===== src/rtl/anc_fir_sequencer.sv =====
// Sequences one ANC sample pair through an external FIR/LMS engine and derives the
// next weight-adjust term from the returned error sample.
module anc_fir_sequencer #(
    parameter int unsigned TAPS        = 128,
    parameter int unsigned TIMEOUT_CYC = TAPS + 16
) (
    input  logic        clk,
    input  logic        rst_n,
    input  logic        en,
    input  logic        adapt_en,
    input  logic [15:0] mu,
    input  logic        in_valid,
    output logic        in_ready,
    input  logic [15:0] ref_sample,
    input  logic [15:0] pri_sample,
    output logic [15:0] fir_x_in,
    output logic [15:0] fir_a_in,
    output logic [15:0] fir_weight_adjust,
    output logic        fir_go,
    input  logic [15:0] fir_out_sample,
    input  logic        fir_done,
    output logic        out_valid,
    output logic [15:0] out_sample,
    output logic        busy,
    output logic        err_timeout,
    input  logic        clr_err,
    output logic [15:0] sample_cnt
);

    localparam int unsigned DW      = 16;
    localparam int unsigned CNT_W   = $clog2(TIMEOUT_CYC + 1);
    // err_timeout must rise TIMEOUT_CYC cycles after fir_go rises; the counter starts
    // one cycle after fir_go and the flag lands one edge after the compare.
    localparam int unsigned TO_LAST = TIMEOUT_CYC - 2;

    typedef enum logic [1:0] {
        S_IDLE,
        S_LAUNCH,
        S_WAIT,
        S_UPDATE
    } state_t;

    state_t           r_state;
    logic             r_buf_full;
    logic [DW-1:0]    r_buf_ref;
    logic [DW-1:0]    r_buf_pri;
    logic [DW-1:0]    r_x;
    logic [DW-1:0]    r_a;
    logic [DW-1:0]    r_wadj_out;
    logic             r_go;
    logic [DW-1:0]    r_wadj;
    logic [DW-1:0]    r_e;
    logic             r_out_valid;
    logic             r_err;
    logic [DW-1:0]    r_cnt;
    logic [CNT_W-1:0] r_tcnt;

    logic             w_hs;
    logic             w_to_hit;
    logic [DW-1:0]    w_wadj_nxt;

    // Q1.15 x Q1.15 -> Q1.15; only -1 * -1 can overflow.
    function automatic logic [DW-1:0] sat_q15(input logic signed [31:0] p);
        return (p[31] != p[30]) ? 16'h7FFF : p[30:15];
    endfunction

    assign w_hs       = in_valid & ~r_buf_full;
    assign w_to_hit   = (r_tcnt == CNT_W'(TO_LAST));
    assign w_wadj_nxt = adapt_en ? sat_q15(32'($signed(r_e)) * 32'($signed(mu))) : '0;

    assign in_ready          = ~r_buf_full;
    assign busy              = (r_state != S_IDLE);
    assign fir_x_in          = r_x;
    assign fir_a_in          = r_a;
    assign fir_weight_adjust = r_wadj_out;
    assign fir_go            = r_go;
    assign out_valid         = r_out_valid;
    assign out_sample        = r_e;
    assign err_timeout       = r_err;
    assign sample_cnt        = r_cnt;

    always_ff @(posedge clk or negedge rst_n) begin
        if (!rst_n) begin
            r_state     <= S_IDLE;
            r_buf_full  <= 1'b0;
            r_buf_ref   <= '0;
            r_buf_pri   <= '0;
            r_x         <= '0;
            r_a         <= '0;
            r_wadj_out  <= '0;
            r_go        <= 1'b0;
            r_wadj      <= '0;
            r_e         <= '0;
            r_out_valid <= 1'b0;
            r_err       <= 1'b0;
            r_cnt       <= '0;
            r_tcnt      <= '0;
        end else begin
            r_go        <= 1'b0;
            r_out_valid <= 1'b0;
            if (w_hs) begin
                r_buf_full <= 1'b1;
                r_buf_ref  <= ref_sample;
                r_buf_pri  <= pri_sample;
            end
            // A timeout set later in this block overrides the clear.
            if (clr_err) begin
                r_err <= 1'b0;
            end
            case (r_state)
                S_IDLE: begin
                    if (en && r_buf_full) begin
                        r_x        <= r_buf_ref;
                        r_a        <= r_buf_pri;
                        r_wadj_out <= r_wadj;
                        r_go       <= 1'b1;
                        r_state    <= S_LAUNCH;
                    end
                end
                S_LAUNCH: begin
                    r_buf_full <= 1'b0;
                    r_tcnt     <= '0;
                    r_state    <= S_WAIT;
                end
                S_WAIT: begin
                    if (fir_done) begin
                        r_e         <= fir_out_sample;
                        r_out_valid <= 1'b1;
                        r_state     <= S_UPDATE;
                    end else if (w_to_hit) begin
                        r_err   <= 1'b1;
                        r_state <= S_IDLE;
                    end else begin
                        r_tcnt <= r_tcnt + CNT_W'(1);
                    end
                end
                S_UPDATE: begin
                    r_cnt   <= r_cnt + 16'd1;
                    r_wadj  <= w_wadj_nxt;
                    r_state <= S_IDLE;
                end
                default: r_state <= S_IDLE;
            endcase
        end
    end

endmodule

===== config.mk =====
export PLATFORM = sky130hd
export DESIGN_NAME = anc_fir_sequencer
export DESIGN_NICKNAME = d
export VERILOG_FILES = /design/src/rtl/anc_fir_sequencer.sv
export SDC_FILE = /design/constraint.sdc
export NUM_CORES = 1
export LEC_CHECK = 0
export CAP_MARGIN = 20
export CORE_MARGIN = 8
export CORE_UTILIZATION = 60
export CTS_CLUSTER_DIAMETER = 50
export DETAILED_ROUTE_END_ITERATION = 8
export PLACE_DENSITY_LB_ADDON = 0.1
export SLEW_MARGIN = 20
export SYNTH_ARGS = -nofsm -noshare
export SYNTH_HDL_FRONTEND = slang
export SYNTH_SLANG_ARGS = --single-unit

===== constraint.sdc =====
create_clock -name clk -period 14 [get_ports clk]
set_input_delay 2.8 -clock clk [delete_from_list [all_inputs] [get_ports clk]]
set_output_delay 2.8 -clock clk [all_outputs]
set_load 0.02 [all_outputs]

; ---- Word-level counts from Yosys, hierarchy flattened
; Index checks and enable logic that the tools add are counted.
[totals]
ff_bits = 142
out_inout_bits = 85
word_cells = 56
[op_classes]
addsub = 2
mul = 1
n_eq_ne = 9
n_mux = 19
bitwise = 2
reduce_logical = 9
[ops]
columns = op, count
row1 = multiplier 16 x 16 -> 32 bit, 1
row2 = 2-to-1 mux 16 bit, 2
row3 = adder 16 x 1 -> 16 bit (second input constant), 1
row4 = 2-to-1 mux 8 bit, 2
row5 = one-hot mux 8 bit (2 select lines), 1
row6 = 2-to-1 mux 1 bit, 10
row7 = adder 8 x 1 -> 8 bit (second input constant), 1
row8 = == test 8 bit (second input constant), 1
row9 = one-hot mux 2 bit (4 select lines), 1
row10 = 2-to-1 mux 2 bit, 3
row11 = inequality test 2 bit (second input constant), 3
row12 = AND reduction 2 bit, 3
row13 = nonzero test 2 bit, 3
row14 = == test 2 bit (second input constant), 2
row15 = inequality test 3 bit (second input constant), 1
row16 = AND reduction 3 bit, 1
row17 = == test 2 x 1 -> 1 bit (second input constant), 1
row18 = logical NOT 2 bit, 1
row19 = bitwise AND 1 bit, 1
row20 = logical AND 1 bit, 1
row21 = inequality test 1 bit, 1
row22 = NOT 1 bit, 1

; ---- Logic depth before layout (Yosys ltp)
[depth]
ltp_word = 4
depth_mapped = 27
mapped_depth_nobuf = 26

; ---- Least setup slack after synthesis
; OpenSTA, ideal clock, no wires.
[synth_path]
kind = input port to flip-flop
startpoint = input mu[1]
endpoint = register r_wadj[0]
setup_ps = 140
t_arrival_ps = 9092
required_ps = 13860
setup_slack_ps = 4768
cell_stages = 23
cell_sequence = clkbuf_1 > nand2_1 > inv_1 > fa_1 > fa_1 > fa_1 > fa_1 > fa_1 > inv_1 > fa_1 > inv_1 > ha_1 > a21oi_1 > nor2b_1 > o21ai_0 > or2b_1 > a221oi_4 > o2111ai_2 > a21oi_2 > xnor2_1 > ha_1 > nor2_1 > a21oi_1
[synth_via]
elab_chain_cells = 4
[synth_rtl]
columns = item, line
row1 = from (decl), 11  ; input logic [15:0] mu,
row2 = multiplier 16 x 16 -> 32 bit (*), 69  ; assign w_wadj_nxt = adapt_en ? sat_q15(32'($signed(r_e)) * 32'($signed(mu))) : '0;
row3 = inequality test 1 bit, 64  ; return (p[31] != p[30]) ? 16'h7FFF : p[30:15];
row4 = 2-to-1 mux 16 bit (*), 64
row5 = 2-to-1 mux 16 bit (*), 69
row6 = to (signal assigned), 139  ; r_wadj <= w_wadj_nxt;
row7 = to (decl), 51  ; logic [DW-1:0] r_wadj;
; Every way passes the cells marked *; elsewhere a longest branch is shown, timed or not.
; A chain may end at the register's enable or synchronous reset.

; ---- Final worst setup path
[layout_path]
startpoint = input mu[2]
endpoint = register r_wadj[10]
; Same word-level chain as after synthesis.

==> results.md <==
* Core Region at 24300 um2
* Grt ovf at 0
* Multi-input gate area at approximately 10000 um2
* Vias in the first global route at 11400
* Horiz. Die Dim at 173 um
* Final period demand of the worst path at 10.15 ns
* Post-synthesis to final-layout area growth at 16.5%
* Longest Clk Path Bufs at 2
* CTS tree: built
* Maxcap violations at 0
* Detailed Place HPWL at 26300 um
* Top FF cell, synth: dfrtp_1
* F_max at 98.6 MHz
* RePlAce Congestion at 0.858
* Routed WL at between 30000 and 40000 um
* Status: finished clean
* Seq/Total Area, Yosys at 23.9%
* Largest net degree at the start of global routing at 74
* Hold WC Path Type: reg2reg
* Fillers at 1853
* Clock sink count at roughly 140
* Inserted Diodes at 0
* Crit Path Class: in2reg
* Synthesized instance count at 1446
* Worst R2R Path Depth at 22
* Post-synth EDFFs at 0
* Dominant cell type by area after synthesis: fa_1
* Fin nets at 1993
* Dominant cells by area after synthesis: fa_1 (35%), dfrtp_1 (24%), inv_1 (7.5%), ha_1 (7.0%), mux2_2 (6.1%)
* Largest family of logic cells by synthesized area: adder cells
* Postcts setup bufs at 0
* Ys Warns at 0
* Fin. max-slew vios at 0
* Hold Path Depth at 1
* Crit share post-route at 72.5%
* Clock-pin slew of the registers on the worst-case setup and hold paths at 0.07 ns
* Vias per std cell at 5.29
* CTS resizes at 0
* Initial antenna violation count at 0
* Chip Height at 173 um
* H-tree depth at 4
* First-pass GRT wire length at 57700 um
* Critical Path RT at 14.27 ns
* Mux share of post-synthesis cell area at roughly 6%
* Setup-failing EPs final at 0
* Max transition margin at 41.9%
* Worst Skew at 0.0149 ns
* Synth Register Bits at 142
* # IOs at 156
* Root Buffer: clkbuf_16
* Post-layout util at 71.3%
* Post-synth cell types at 41
* Synthesized area per cell at 10.3 um2
* IO Port Bufs at 155
* CTS Buf Count at 17
* DR WL/cell at 17.6 um
* Yosys top cell area share at 35.1%
* Arr. time, crit path at 10.41 ns
* Compound-Gate Fraction of Synth Area at 3.44%
* RSZ-0062 raised after global routing: no
* Post-Synth Simple-Gate Area at ~13%
* GRT Util Overall at 24.0%
* DRT Pass-1 Iters at 4
* Sequential Area at 3550 um2
* Layout cells sized above 1 at 8.11%
* Crit Path Max Fanout at 16
* Antenna Nets Post-Route at 0
* Synthesized area at around 15000 um2
* Post-Synth XOR/XNOR Area at 2.71%
* CP endpoint kind: flip-flop
* Initial core utilization at 61.2%
* Final Non-Filler Cells at 1915
* Final Hold Viols at 0
* DRC at 0
* Die Area at ~30000 um2
* Via count at 10100
* Inst Count DP at 1883
* Adder-Cell Fraction of Synth Area at between 40% and 50%
* Placement Rows at 57
* Worst-skew pair later-pin latency at 0.42 ns
* Setup TNS Final at 0 ns
* Pin slew with the least headroom to its limit at 0.869 ns
* Hold-fix buffers, CTS at 0
* Synthesized Nets at 1861
* Worst setup SP type: input pin
* Asr flop ratio synth at between 90% and 100%
* DRT iter0 DRCs at 584
-- metal layers --
metal | global-route usage (%) | part of all wire, %
met5 | 0 | 0
met4 | 7.80 | 2.8
met3 | 4.14 | 4.2
met2 | 43.7 | 55
met1 | 28.5 | 38
-- area by class of cell --
class / count / area share [%]
clock inverters: 14 / 1.08
multi-input cells: 957 / 57.8
clock buffers: 18 / 2.53
flip-flops and latches: 142 / 20.5
repair buffers: 161 / 9.22
inverters: 299 / 6.48
well taps: 324 / 2.34
-- Yosys cell counts (2+ instances only) --
library cell / n
inv_1: 298
fa_1: 261
nand2_1: 213
dfrtp_1: 142
and2_1: 119
ha_1: 83
mux2_2: 80
clkbuf_1: 40
a21oi_1: 33
xnor2_1: 32
nor2_1: 26
o21ai_0: 24
nand3_1: 14
xor2_1: 14
and3_1: 10
buf_1: 8
nand4_1: 7
nand2b_1: 5
nor3_1: 4
o211ai_1: 4
nor2b_1: 3
o21bai_1: 3
a211oi_1: 2
a21oi_2: 2
o31ai_1: 2
or2_2: 2
-- logic make-up (layout without fill, tap and decap cells) --
| kind of cell | after synthesis | in the layout |
|---|---|---|
| simple gates | 407 | 407 |
| fa+ha+maj | 344 | 344 |
| compound gates | 79 | 79 |
| buf+inv | 347 | 492 |
| xor+xnor | 46 | 46 |
| mux | 81 | 81 |
| flops | 142 | 142 |
-- stage by stage --
stage | cell area, um2 | setup WS (ns) | hold WS, ns
global route | 17300 | 3.37 | 0.513
global placement | 16700 | 3.67 | 0.452
detailed placement | 16700 | 3.48 | 0.456
floorplan | 14900 | 4.77 | 0.433
finish | 17300 | 3.85 | 0.470
CTS | 17300 | 3.86 | 0.477
-- worst max-delay path, stage by stage --
cell and delay, ns:
clkdlybuf4s50_1 0.86, nand2_1 0.18, inv_1 0.15, fa_1 0.58, fa_1 0.90, fa_1 0.53
fa_1 0.50, fa_1 0.50, inv_1 0.05, fa_1 0.47, inv_1 0.04, ha_1 0.33
a21oi_1 0.16, nor2b_1 0.05, o21ai_0 0.13, or2b_1 0.29, a221oi_4 0.37, o2111ai_2 0.20
a21oi_2 0.19, xnor2_1 0.09, ha_1 0.40, nor2_1 0.48, a21oi_1 0.13
-- path summary, 6_finish.rpt --
check / startpoint / to / slack, ns
max: mu[2] / r_wadj[10]$_DFFE_PN0N_ / 3.85
min: sample_cnt[15]$_DFFE_PN0N_ / sample_cnt[15]$_DFFE_PN0N_ / 0.47
max reg2reg: out_sample[15]$_DFFE_PN0P_ / r_wadj[10]$_DFFE_PN0N_ / 6.23
min reg2reg: sample_cnt[15]$_DFFE_PN0N_ / sample_cnt[15]$_DFFE_PN0N_ / 0.47
max in group asynchronous: rst_n / r_tcnt[6]$_DFFE_PN0P_ / 10.31
min in group asynchronous: rst_n / sample_cnt[7]$_DFFE_PN0N_ / 2.38
-- state kept, by name (all words and copies together) (netlist names) --
| name | flops |
|---|---|
| sample_cnt | 16 |
| fir_a_in | 16 |
| r_buf_full | 1 |
| r_buf_ref | 16 |
| err_timeout | 1 |
| fir_x_in | 16 |
| out_valid | 1 |
| fir_go | 1 |
| out_sample | 16 |
| r_wadj | 16 |
| r_tcnt | 8 |
| r_buf_pri | 16 |
| fir_weight_adjust | 16 |
| r_state | 2 |
-- cell usage in the layout (no fill, tap or decap), types with 3 or more instances in the layout --
cell and count:
nand2_1 213, dfrtp_1 142, nand3_1 14, o21bai_1 3, nor2_1 26, clkbuf_16 17
and2_1 119, and3_1 9, inv_1 298, clkdlybuf4s50_1 154, o21ai_0 24, buf_4 6
fa_1 261, mux2_2 80, xnor2_1 32, ha_1 83, o211ai_1 4, a21oi_1 33
nand2b_1 5, inv_6 3, nor3_1 4, inv_8 6, nand4_1 7, xor2_1 14
Power is not shown: default switching activity piles up to over one toggle a cycle in this logic, so the estimate is an artifact.
==> edit (same flow settings) <==
Register the output `sample_cnt` once more, without a reset; this adds one clock of latency there. The other outputs are not delayed to match.
--- a/src/rtl/anc_fir_sequencer.sv
+++ b/src/rtl/anc_fir_sequencer.sv
@@ -77,7 +77,9 @@
     assign out_valid         = r_out_valid;
     assign out_sample        = r_e;
     assign err_timeout       = r_err;
-    assign sample_cnt        = r_cnt;
+    always_ff @(posedge clk) begin
+        sample_cnt <= r_cnt;
+    end
 
     always_ff @(posedge clk or negedge rst_n) begin
         if (!rst_n) begin
Function: changed (Yosys sat finds a counterexample within 10 cycles, from zero or initial values and one cycle with rst_n low).
==> edit against the unedited design <==
Via count is 6.5% higher. Synthesized area is 4.5% higher. Cell count is 5.0% higher. Sequential cell count is 16 higher. Worst setup slack worse by 270 ps. Wire length is 3.2% higher. Final area is 3.8% higher. Clock skew is 6.8 ps lower. First-iteration DRC count is 16% lower. Highest routed layer unchanged.
Power is not shown: default switching activity piles up to over one toggle a cycle in this logic, so the estimate is an artifact.
==> edit: results <==
{
  "grt.met1_usage_pct": 29.2,
  "synth.area.top_cells": "fa_1, dfrtp_1, inv_1",
  "wl_met2_mm": 18.5,
  "viasPerCell": 5.36,
  "placed_area_um2": 17400,
  "hold_ws_ps": 406,
  "design_area_um2": 18000,
  "grt_start_max_net_pins": 77,
  "grt_first_pass_wirelength_mm": 59.2,
  "reg2reg_to": "r_wadj[13]",
  "first_iter_violations": 489,
  "nets": 2078,
  "synth_common_cells": "inv_1, fa_1, nand2_1",
  "cts.path.max_buffers": 2,
  "syn_nets": 1942,
  "drt-pass1-iter-count": 5,
  "vias": 10784,
  "antenna_found_initial": 0,
  "synth.avg_cell_area_um2": 10.2,
  "r2r_slack_ps": 6020,
  "drt-met1-wl_mm": 13.9,
  "status": "finished, final reports clean",
  "clk_latency_ps": 410,
  "r2r.worst_path.cells": 23,
  "relSlewSlack_pct": 38.5,
  "dp_hpwl_mm": 27.6,
  "drive_above_1_share_pct": 8.00,
  "synth_cell_types": 54,
  "finClkSkew_ps": 8.14,
  "yosysWarnings": 0,
  "gp_congestion": 0.903,
  "routed.top_layer": "met4",
  "dp_cells": 1979,
  "path_clk_slew_ps": 70,
  "pre_cts_slack_ps": 3200,
  "grt_use_met2_pct": 42.9,
  "synth_seq_area_share_pct": 24.9,
  "synth_adder_area_share_pct": 40.3,
  "numCtsBuffers": 17,
  "worst_path_max_delay_cell": "fa_1",
  "avgRoutedWirePerCell_um": 17.3,
  "grt_pass1_vias": 11927,
  "grtUsageMet3_pct": 3.54,
  "hold_depth": 0,
  "synth_compound_area_share_pct": 4.56,
  "synth_xor_area_share_pct": 2.20,
  "r2r-start": "out_sample[15]",
  "cts.root.buffer_cell": "clkbuf_16",
  "min_to": "sample_cnt[15]",
  "min_from": "r_cnt[15]",
  "path_max_fanout": 16,
  "yosys-mux-area-fraction_pct": 5.93,
  "ctsResizeCount": 0,
  "fill_cells": 2008,
  "hp-class": "flip-flop to flip-flop",
  "grt_usage_pct": 23.8,
  "synthArstFlopShare_pct": 89.9,
  "dr_wl_met3_mm": 1.43
}
==> edit: how the worst max path moves through the flow <==
| stage | start | cells after the start | endpoint | slack (ps) |
|---|---|---|---|---|
| after detailed placement | mu[1] | 24 | r_wadj[13] | 3200 |
| final | mu[1] | 24 | r_wadj[13] | 3580 |
| after floorplan | mu[1] | 24 | r_wadj[13] | 4680 |
| after CTS | mu[1] | 24 | r_wadj[13] | 3620 |
| after global routing | mu[1] | 24 | r_wadj[13] | 3140 |
| after global placement | mu[1] | 24 | r_wadj[13] | 3430 |
==> edit: area by class of cell <==
| type | instances | share of cell area [%] |
|---|---|---|
| Tap cell | 335 | 2.33 |
| Multi-Input combinational cell | 1019 | 57.6 |
| Inverter | 300 | 6.26 |
| Clock inverter | 13 | 0.682 |
| Timing Repair Buffer | 167 | 9.14 |
| Antenna cell | 1 | 0.0139 |
| Sequential cell | 158 | 21.5 |
| Clock buffer | 18 | 2.44 |
